[src/rtl/nic_port_lookup.sv]
// NIC-style output-port lookup: fills the destination-port byte of each packet header
// (MAC <-> paired DMA) and drops packets whose source port is not one-hot.
// Optional macro NIC_LOOKUP_STATS_EN enables the forwarded/dropped packet counters.
module nic_port_lookup #(
  parameter int C_M_AXIS_DATA_WIDTH  = 256,
  parameter int C_S_AXIS_DATA_WIDTH  = 256,
  parameter int C_M_AXIS_TUSER_WIDTH = 128,
  parameter int C_S_AXIS_TUSER_WIDTH = 128,
  parameter int SRC_PORT_POS         = 16,
  parameter int DST_PORT_POS         = 24,
  parameter int FIFO_DEPTH_BITS      = 2
) (
  input  logic                              axis_aclk,
  input  logic                              axis_resetn,
  input  logic [C_S_AXIS_DATA_WIDTH-1:0]    s_axis_tdata,
  input  logic [C_S_AXIS_DATA_WIDTH/8-1:0]  s_axis_tkeep,
  input  logic [C_S_AXIS_TUSER_WIDTH-1:0]   s_axis_tuser,
  input  logic                              s_axis_tvalid,
  output logic                              s_axis_tready,
  input  logic                              s_axis_tlast,
  output logic [C_M_AXIS_DATA_WIDTH-1:0]    m_axis_tdata,
  output logic [C_M_AXIS_DATA_WIDTH/8-1:0]  m_axis_tkeep,
  output logic [C_M_AXIS_TUSER_WIDTH-1:0]   m_axis_tuser,
  output logic                              m_axis_tvalid,
  input  logic                              m_axis_tready,
  output logic                              m_axis_tlast,
  output logic [31:0]                       pkt_fwd_cnt,
  output logic [31:0]                       pkt_drop_cnt
);

  localparam int DW    = C_S_AXIS_DATA_WIDTH;
  localparam int KW    = C_S_AXIS_DATA_WIDTH / 8;
  localparam int UW    = C_S_AXIS_TUSER_WIDTH;
  localparam int FW    = 1 + KW + UW + DW;
  localparam int DEPTH = 1 << FIFO_DEPTH_BITS;

  localparam logic [FIFO_DEPTH_BITS-1:0] PTR_ONE      = 1;
  localparam logic [FIFO_DEPTH_BITS:0]   CNT_ONE      = 1;
  localparam logic [FIFO_DEPTH_BITS:0]   CNT_NEAR_FULL = DEPTH - 1;

  typedef enum logic [1:0] {
    S_HEADER,
    S_PAYLOAD,
    S_DROP
  } state_t;

  state_t                     r_state;
  state_t                     w_next_state;

  logic [FW-1:0]              r_mem [DEPTH];
  logic [FIFO_DEPTH_BITS-1:0] r_wr_ptr;
  logic [FIFO_DEPTH_BITS-1:0] r_rd_ptr;
  logic [FIFO_DEPTH_BITS:0]   r_count;

  logic                       w_wr;
  logic                       w_rd;
  logic                       w_load;
  logic                       w_empty;
  logic                       w_out_free;

  logic [FW-1:0]              w_head;
  logic                       w_head_last;
  logic [KW-1:0]              w_head_keep;
  logic [UW-1:0]              w_head_user;
  logic [DW-1:0]              w_head_data;

  logic [7:0]                 w_src;
  logic [7:0]                 w_dst;
  logic [7:0]                 w_new_dst;
  logic                       w_src_onehot;
  logic                       w_hdr_bad;
  logic [UW-1:0]              w_hdr_user;

  logic                       r_m_valid;
  logic                       r_m_last;
  logic [KW-1:0]              r_m_keep;
  logic [UW-1:0]              r_m_user;
  logic [DW-1:0]              r_m_data;

  // ---------------------------------------------------------------- input FIFO
  // One entry of slack: ready drops while there is still room for an in-flight beat.
  assign s_axis_tready = (r_count < CNT_NEAR_FULL);
  assign w_wr          = s_axis_tvalid && s_axis_tready;
  assign w_empty       = (r_count == '0);

  // NOTE: storage has no reset; pointers and count alone define which entries are valid.
  always_ff @(posedge axis_aclk) begin
    if (w_wr) begin
      r_mem[r_wr_ptr] <= {s_axis_tlast, s_axis_tkeep, s_axis_tuser, s_axis_tdata};
    end
  end

  // NOTE: sequential state uses non-blocking assignments so every flop samples pre-edge values.
  always_ff @(posedge axis_aclk or negedge axis_resetn) begin
    if (!axis_resetn) begin
      r_wr_ptr <= '0;
      r_rd_ptr <= '0;
      r_count  <= '0;
    end else begin
      if (w_wr) r_wr_ptr <= r_wr_ptr + PTR_ONE;
      if (w_rd) r_rd_ptr <= r_rd_ptr + PTR_ONE;
      unique case ({w_wr, w_rd})
        2'b10:   r_count <= r_count + CNT_ONE;
        2'b01:   r_count <= r_count - CNT_ONE;
        default: r_count <= r_count;
      endcase
    end
  end

  assign w_head = r_mem[r_rd_ptr];
  assign {w_head_last, w_head_keep, w_head_user, w_head_data} = w_head;

  // ---------------------------------------------------------------- header lookup
  assign w_src        = w_head_user[SRC_PORT_POS +: 8];
  assign w_dst        = w_head_user[DST_PORT_POS +: 8];
  assign w_src_onehot = (w_src != 8'd0) && ((w_src & (w_src - 8'd1)) == 8'd0);
  // Even bit = MAC port, pairs with the DMA port one position up; odd bit pairs downward.
  assign w_new_dst    = (|(w_src & 8'h55)) ? (w_src << 1) : (w_src >> 1);
  assign w_hdr_bad    = (w_dst == 8'd0) && !w_src_onehot;

  always_comb begin
    w_hdr_user = w_head_user;
    if (w_dst == 8'd0 && w_src_onehot) begin
      w_hdr_user[DST_PORT_POS +: 8] = w_new_dst;
    end
  end

  // ---------------------------------------------------------------- FSM
  assign w_out_free = !r_m_valid || m_axis_tready;

  always_ff @(posedge axis_aclk or negedge axis_resetn) begin
    if (!axis_resetn) r_state <= S_HEADER;
    else              r_state <= w_next_state;
  end

  // NOTE: every output of this block gets a default first, so no path can infer a latch.
  always_comb begin
    w_next_state = r_state;
    w_load       = 1'b0;
    w_rd         = 1'b0;
    unique case (r_state)
      S_HEADER: begin
        if (!w_empty) begin
          if (w_hdr_bad) begin
            // Illegal header is consumed without waiting for the output side.
            w_rd = 1'b1;
            if (!w_head_last) w_next_state = S_DROP;
          end else if (w_out_free) begin
            w_load = 1'b1;
            w_rd   = 1'b1;
            if (!w_head_last) w_next_state = S_PAYLOAD;
          end
        end
      end
      S_PAYLOAD: begin
        if (!w_empty && w_out_free) begin
          w_load = 1'b1;
          w_rd   = 1'b1;
          if (w_head_last) w_next_state = S_HEADER;
        end
      end
      S_DROP: begin
        if (!w_empty) begin
          w_rd = 1'b1;
          if (w_head_last) w_next_state = S_HEADER;
        end
      end
      default: w_next_state = S_HEADER;
    endcase
  end

  // ---------------------------------------------------------------- output register
  always_ff @(posedge axis_aclk or negedge axis_resetn) begin
    if (!axis_resetn) begin
      r_m_valid <= 1'b0;
      r_m_last  <= 1'b0;
      r_m_keep  <= '0;
      r_m_user  <= '0;
      r_m_data  <= '0;
    end else if (w_out_free) begin
      r_m_valid <= w_load;
      if (w_load) begin
        r_m_last <= w_head_last;
        r_m_keep <= w_head_keep;
        r_m_user <= (r_state == S_HEADER) ? w_hdr_user : w_head_user;
        r_m_data <= w_head_data;
      end
    end
  end

  assign m_axis_tvalid = r_m_valid;
  assign m_axis_tlast  = r_m_last;
  assign m_axis_tkeep  = r_m_keep;
  assign m_axis_tuser  = r_m_user;
  assign m_axis_tdata  = r_m_data;

  // ---------------------------------------------------------------- statistics
`ifdef NIC_LOOKUP_STATS_EN
  logic        w_fwd_done;
  logic        w_drop_done;
  logic [31:0] r_fwd_cnt;
  logic [31:0] r_drop_cnt;

  assign w_fwd_done  = r_m_valid && m_axis_tready && r_m_last;
  assign w_drop_done = w_rd && w_head_last &&
                       ((r_state == S_DROP) || (r_state == S_HEADER && w_hdr_bad));

  always_ff @(posedge axis_aclk or negedge axis_resetn) begin
    if (!axis_resetn) begin
      r_fwd_cnt  <= '0;
      r_drop_cnt <= '0;
    end else begin
      if (w_fwd_done)  r_fwd_cnt  <= r_fwd_cnt + 32'd1;
      if (w_drop_done) r_drop_cnt <= r_drop_cnt + 32'd1;
    end
  end

  assign pkt_fwd_cnt  = r_fwd_cnt;
  assign pkt_drop_cnt = r_drop_cnt;
`else
  assign pkt_fwd_cnt  = 32'd0;
  assign pkt_drop_cnt = 32'd0;
`endif

endmodule
[config.mk]
export PLATFORM = sky130hd
export DESIGN_NAME = nic_port_lookup
export DESIGN_NICKNAME = d
export VERILOG_FILES = /design/src/rtl/nic_port_lookup.sv
export SDC_FILE = /design/constraint.sdc
export NUM_CORES = 2
export LEC_CHECK = 0
export BUFFER_PORTS_ARGS = -buffer_cell sky130_fd_sc_hd__buf_2
export CAP_MARGIN = 20
export CELL_PAD_IN_SITES_DETAIL_PLACEMENT = 1
export CELL_PAD_IN_SITES_GLOBAL_PLACEMENT = 2
export CORE_MARGIN = 5
export CORE_UTILIZATION = 35
export CTS_CLUSTER_DIAMETER = 120
export DETAILED_ROUTE_END_ITERATION = 6
export PLACE_DENSITY_LB_ADDON = 0.1
export SETUP_SLACK_MARGIN = 0.4
export SLEW_MARGIN = 20
export SYNTH_ARGS = -nofsm -noshare
export SYNTH_HDL_FRONTEND = slang
export SYNTH_SLANG_ARGS = --single-unit
[constraint.sdc]
create_clock -name axis_aclk -period 12 [get_ports axis_aclk]
set_input_delay 1.2 -clock axis_aclk [delete_from_list [all_inputs] [get_ports axis_aclk]]
set_output_delay 1.2 -clock axis_aclk [all_outputs]
set_load 0.01 [all_outputs]
==> flow_summary.ini <==
[job]
maxCapViolations = 0

[clock_tree]
cts_resized = 0
hold_buffers = 0
post_cts.repair.setup_buffers = 0
cts_htree_levels = 4
max-clock-path-buffers = 3
clock_tree_root = sky130_fd_sc_hd__clkbuf_16
cts_num_sinks = 2095
cts_buffers = 224
clkSlewWorstSetupHoldPaths_ns = 0.06
clock_latency_ns = 0.85
tritoncts_clock_tree = yes

[timing]
slew_at_the_pin_closest_to_its_max_slew_limit_ns = 1.20
setup_viol = 0
timing.final.ws_setup_ns = 6.00
grt_setup_unrepaired = false
max-slew-margin-rel_pct = 20.3
minimum_clock_period_after_layout_ns = 6.00
finClkSkew_ns = 0.0538
final-hold-violation-count = 0
number_of_pins_exceeding_their_max_slew_limit_in_the_final_report = 0
period_share_pct = 50.0
timing.fmax_ghz = 0.167
setup_total_negative_slack_ns = 0

[place]
placed_cells = 6827
place.gp.congestion = 0.717
dp_worst_setup_slack_ns = 5.93
portBuffers = 839
hpwl_um = 120000

[floorplanning]
die-area_sq_um = 229000
standard_cell_core_area_sq_um = 218000
initial_core_util_pct = 35.3
die_w_um = 478
io_pins = 904
die_height_um = 478
core.rowCount = 171

[critical_path]
cp_max_fo = 126
reg2reg_depth = 9
cp.required_ns = 12.69
reg2reg_setup_slack_ns = 6.00
crit-reg2reg-capture = m_axis_tdata[1]$_DFFE_PN0P_
critical_path_arrival_ns = 6.69
critical_path.endpoint_type = flip-flop
worst_setup_path_type = reg2reg
r2r-start = r_rd_ptr[1]$_DFFE_PN0P_
critPathLaunchType = flip-flop

[logic_synthesis]
register_bit_count_reported_by_yosys = 2095
mappedNetlistArea_sq_um = 76700
avgSynthCellArea_sq_um = 23.7
synth_cells = 3234
synth_warnings = 0
synth_cell_type_count = 40
async_flop_share_pct = 20.4
ys.flop_type = sky130_fd_sc_hd__edfxtp_1
yosysSeqAreaShare_pct = 79.2
synth_edf_count = 1668

[finish]
area_delta_synth_final_pct = 19.6
post_route_cells_drive_above_1_share_pct = 46.6
instances_no_fill = 7310
final_net_count = 4630

[drt]
ant_nets = 0
drc = 0
routed-via-count = 35600
drt_wl_total_um = 197000
drt_pass1_iterations = 4
detail_route.wl_per_cell_um = 27.0
drt_iter0_drc = 2135
routed_via_density = 4.87

[global_route]
grt_overflow_total = 0
grt_max_degree = 127
grt_pass1_wl_um = 286000
grt_pass1_vias = 38500
global_route.usage.total_pct = 17.1
grt_antenna_before_repair = 152

[worst_hold_path]
hold_class = in2async

[power]
power.leakage_nw = 32.2
post-layout-total-power_w = 0.0240
p_per_area_nw_per_um2 = 262
ir_worst_vdd_mv = 0.242

[run_status]
outcome = completed
-- power by group --
group | internal, W | switching [W]
registers | 0.00951 | 0.000630
clock network | 0.00403 | 0.00286
logic | 0.00330 | 0.00367
total | 0.0168 | 0.00716
-- registers in the layout, summed over array words and instances (netlist names), 2 cells and up --
name and flops:
r_mem 1668, m_axis_tdata 256, r_rd_ptr 2, r_state 2, m_axis_tkeep 32, r_count 3
r_wr_ptr 2, m_axis_tuser 128
-- routing by layer --
layer / global-route usage (%) / vias to the layer above / part of all wire [%]
met5: 0 / - / 0.29
met4: 5.60 / 90 / 3.4
met3: 7.57 / 454 / 9.8
met2: 27.7 / 993 / 48
met1: 20.4 / 18800 / 38
li1: - / 15200 / -
-- worst max-delay path by stage --
| stage | from | endpoint | slack (ns) | cells past startpoint |
|---|---|---|---|---|
| after floorplan | s_axis_tvalid | r_mem[0][0]$_DFFE_PP_ | 0.45 | 1 |
| after global placement | r_rd_ptr[0]$_DFFE_PN0P_ | m_axis_tdata[163]$_DFFE_PN0P_ | 5.97 | 10 |
| after detailed placement | r_rd_ptr[0]$_DFFE_PN0P_ | m_axis_tdata[175]$_DFFE_PN0P_ | 5.93 | 10 |
| after CTS | r_rd_ptr[0]$_DFFE_PN0P_ | m_axis_tdata[1]$_DFFE_PN0P_ | 5.91 | 10 |
| after global routing | r_rd_ptr[0]$_DFFE_PN0P_ | m_axis_tdata[152]$_DFFE_PN0P_ | 5.62 | 10 |
| final | r_rd_ptr[1]$_DFFE_PN0P_ | m_axis_tdata[1]$_DFFE_PN0P_ | 6.00 | 9 |
-- Yosys cell counts, types with 2 or more instances --
cell                        number  area (sq um)
sky130_fd_sc_hd__ha_1            9           113
sky130_fd_sc_hd__and3_1          6          37.5
sky130_fd_sc_hd__nor3_1          3          15.0
sky130_fd_sc_hd__nand3_1         2          10.0
sky130_fd_sc_hd__buf_6           3          33.8
sky130_fd_sc_hd__o21ai_0         4          20.0
sky130_fd_sc_hd__edfxtp_1     1668         50100
sky130_fd_sc_hd__mux2_2        402          4530
sky130_fd_sc_hd__mux2_1         12           135
sky130_fd_sc_hd__buf_1           4          15.0
sky130_fd_sc_hd__nor4_1          4          25.0
sky130_fd_sc_hd__nor2_1          5          18.8
sky130_fd_sc_hd__a31oi_1         2          12.5
sky130_fd_sc_hd__o2111ai_1       2          17.5
sky130_fd_sc_hd__buf_4         105           788
sky130_fd_sc_hd__clkbuf_1       86           323
sky130_fd_sc_hd__o22ai_1         2          12.5
sky130_fd_sc_hd__inv_1          18          67.6
sky130_fd_sc_hd__a211oi_1        2          15.0
sky130_fd_sc_hd__a31o_2          2          17.5
sky130_fd_sc_hd__xor2_1          3          26.3
sky130_fd_sc_hd__mux2i_1         7          70.1
sky130_fd_sc_hd__a21oi_1        10          50.1
sky130_fd_sc_hd__mux4_2        417          9390
sky130_fd_sc_hd__xnor2_1         4          35.0
sky130_fd_sc_hd__buf_2           4          20.0
sky130_fd_sc_hd__nand2_1         9          33.8
sky130_fd_sc_hd__dfrtp_1       427         10700
-- kinds of logic after synthesis --
| family | share of synthesized area, % |
|---|---|
| and+or+nand+nor | 0.230 |
| buffers and inverters | 1.65 |
| adders and majority gates | 0.173 |
| other | 0.00489 |
| DFF | 79.2 |
| AOI/OAI and AO/OA | 0.253 |
| xor gates and xnor gates | 0.0799 |
| muxes | 18.4 |
-- cell type report --
cell class	instances	area [sq um]
antenna	55	138
clock buffer	312	6350
clock inverter	116	1110
fill	20300	126000
inverter	18	67.6
multi-input combinational	981	15000
sequential	2095	60800
tap	2854	3570
timing repair buffer	879	4760
-- critical path: stages (launching register included) --
cell and delay, ns:
sky130_fd_sc_hd__dfrtp_4 0.98, sky130_fd_sc_hd__buf_12 0.62, sky130_fd_sc_hd__mux4_2 0.46, sky130_fd_sc_hd__nor4_1 0.52
sky130_fd_sc_hd__nand2_1 0.24, sky130_fd_sc_hd__o311ai_4 0.25, sky130_fd_sc_hd__buf_4 0.39, sky130_fd_sc_hd__buf_12 0.47
sky130_fd_sc_hd__buf_12 0.58, sky130_fd_sc_hd__mux2_2 0.42
-- stage by stage --
step / hold slack [ns] / utilization (%) / area (sq um)
after floorplan: 0.464 / - / 77000
after global placement: 0.470 / 38.7 / 84100
after detailed placement: 0.475 / 38.7 / 84100
after CTS: 0.309 / 42.1 / 91600
after global routing: 0.339 / 42.1 / 91600
final: 0.352 / 42.2 / 91700
-- placed cells by master, fill, tap and decap left out, types with 3 or more instances in the layout --
master / instances
sky130_fd_sc_hd__inv_6: 5
sky130_fd_sc_hd__a21oi_1: 10
sky130_fd_sc_hd__xor2_1: 3
sky130_fd_sc_hd__clkinv_16: 4
sky130_fd_sc_hd__buf_2: 838
sky130_fd_sc_hd__diode_2: 55
sky130_fd_sc_hd__xnor2_1: 4
sky130_fd_sc_hd__inv_1: 18
sky130_fd_sc_hd__clkinv_1: 37
sky130_fd_sc_hd__o21ai_0: 4
sky130_fd_sc_hd__clkbuf_8: 35
sky130_fd_sc_hd__clkinv_8: 3
sky130_fd_sc_hd__edfxtp_1: 1668
sky130_fd_sc_hd__buf_12: 20
sky130_fd_sc_hd__dfrtp_1: 425
sky130_fd_sc_hd__conb_1: 64
sky130_fd_sc_hd__bufinv_16: 16
sky130_fd_sc_hd__ha_1: 9
sky130_fd_sc_hd__nor2_1: 5
sky130_fd_sc_hd__clkbuf_1: 50
sky130_fd_sc_hd__mux4_2: 417
sky130_fd_sc_hd__clkbuf_16: 227
sky130_fd_sc_hd__mux2_1: 12
sky130_fd_sc_hd__nor3_1: 3
sky130_fd_sc_hd__mux2i_1: 7
sky130_fd_sc_hd__buf_4: 20
sky130_fd_sc_hd__clkinv_2: 47
sky130_fd_sc_hd__and3_4: 4
sky130_fd_sc_hd__clkinvlp_4: 3
sky130_fd_sc_hd__nor4_1: 4
sky130_fd_sc_hd__mux2_2: 402
sky130_fd_sc_hd__nand2_1: 9
Power figures use the tool's default switching activity.
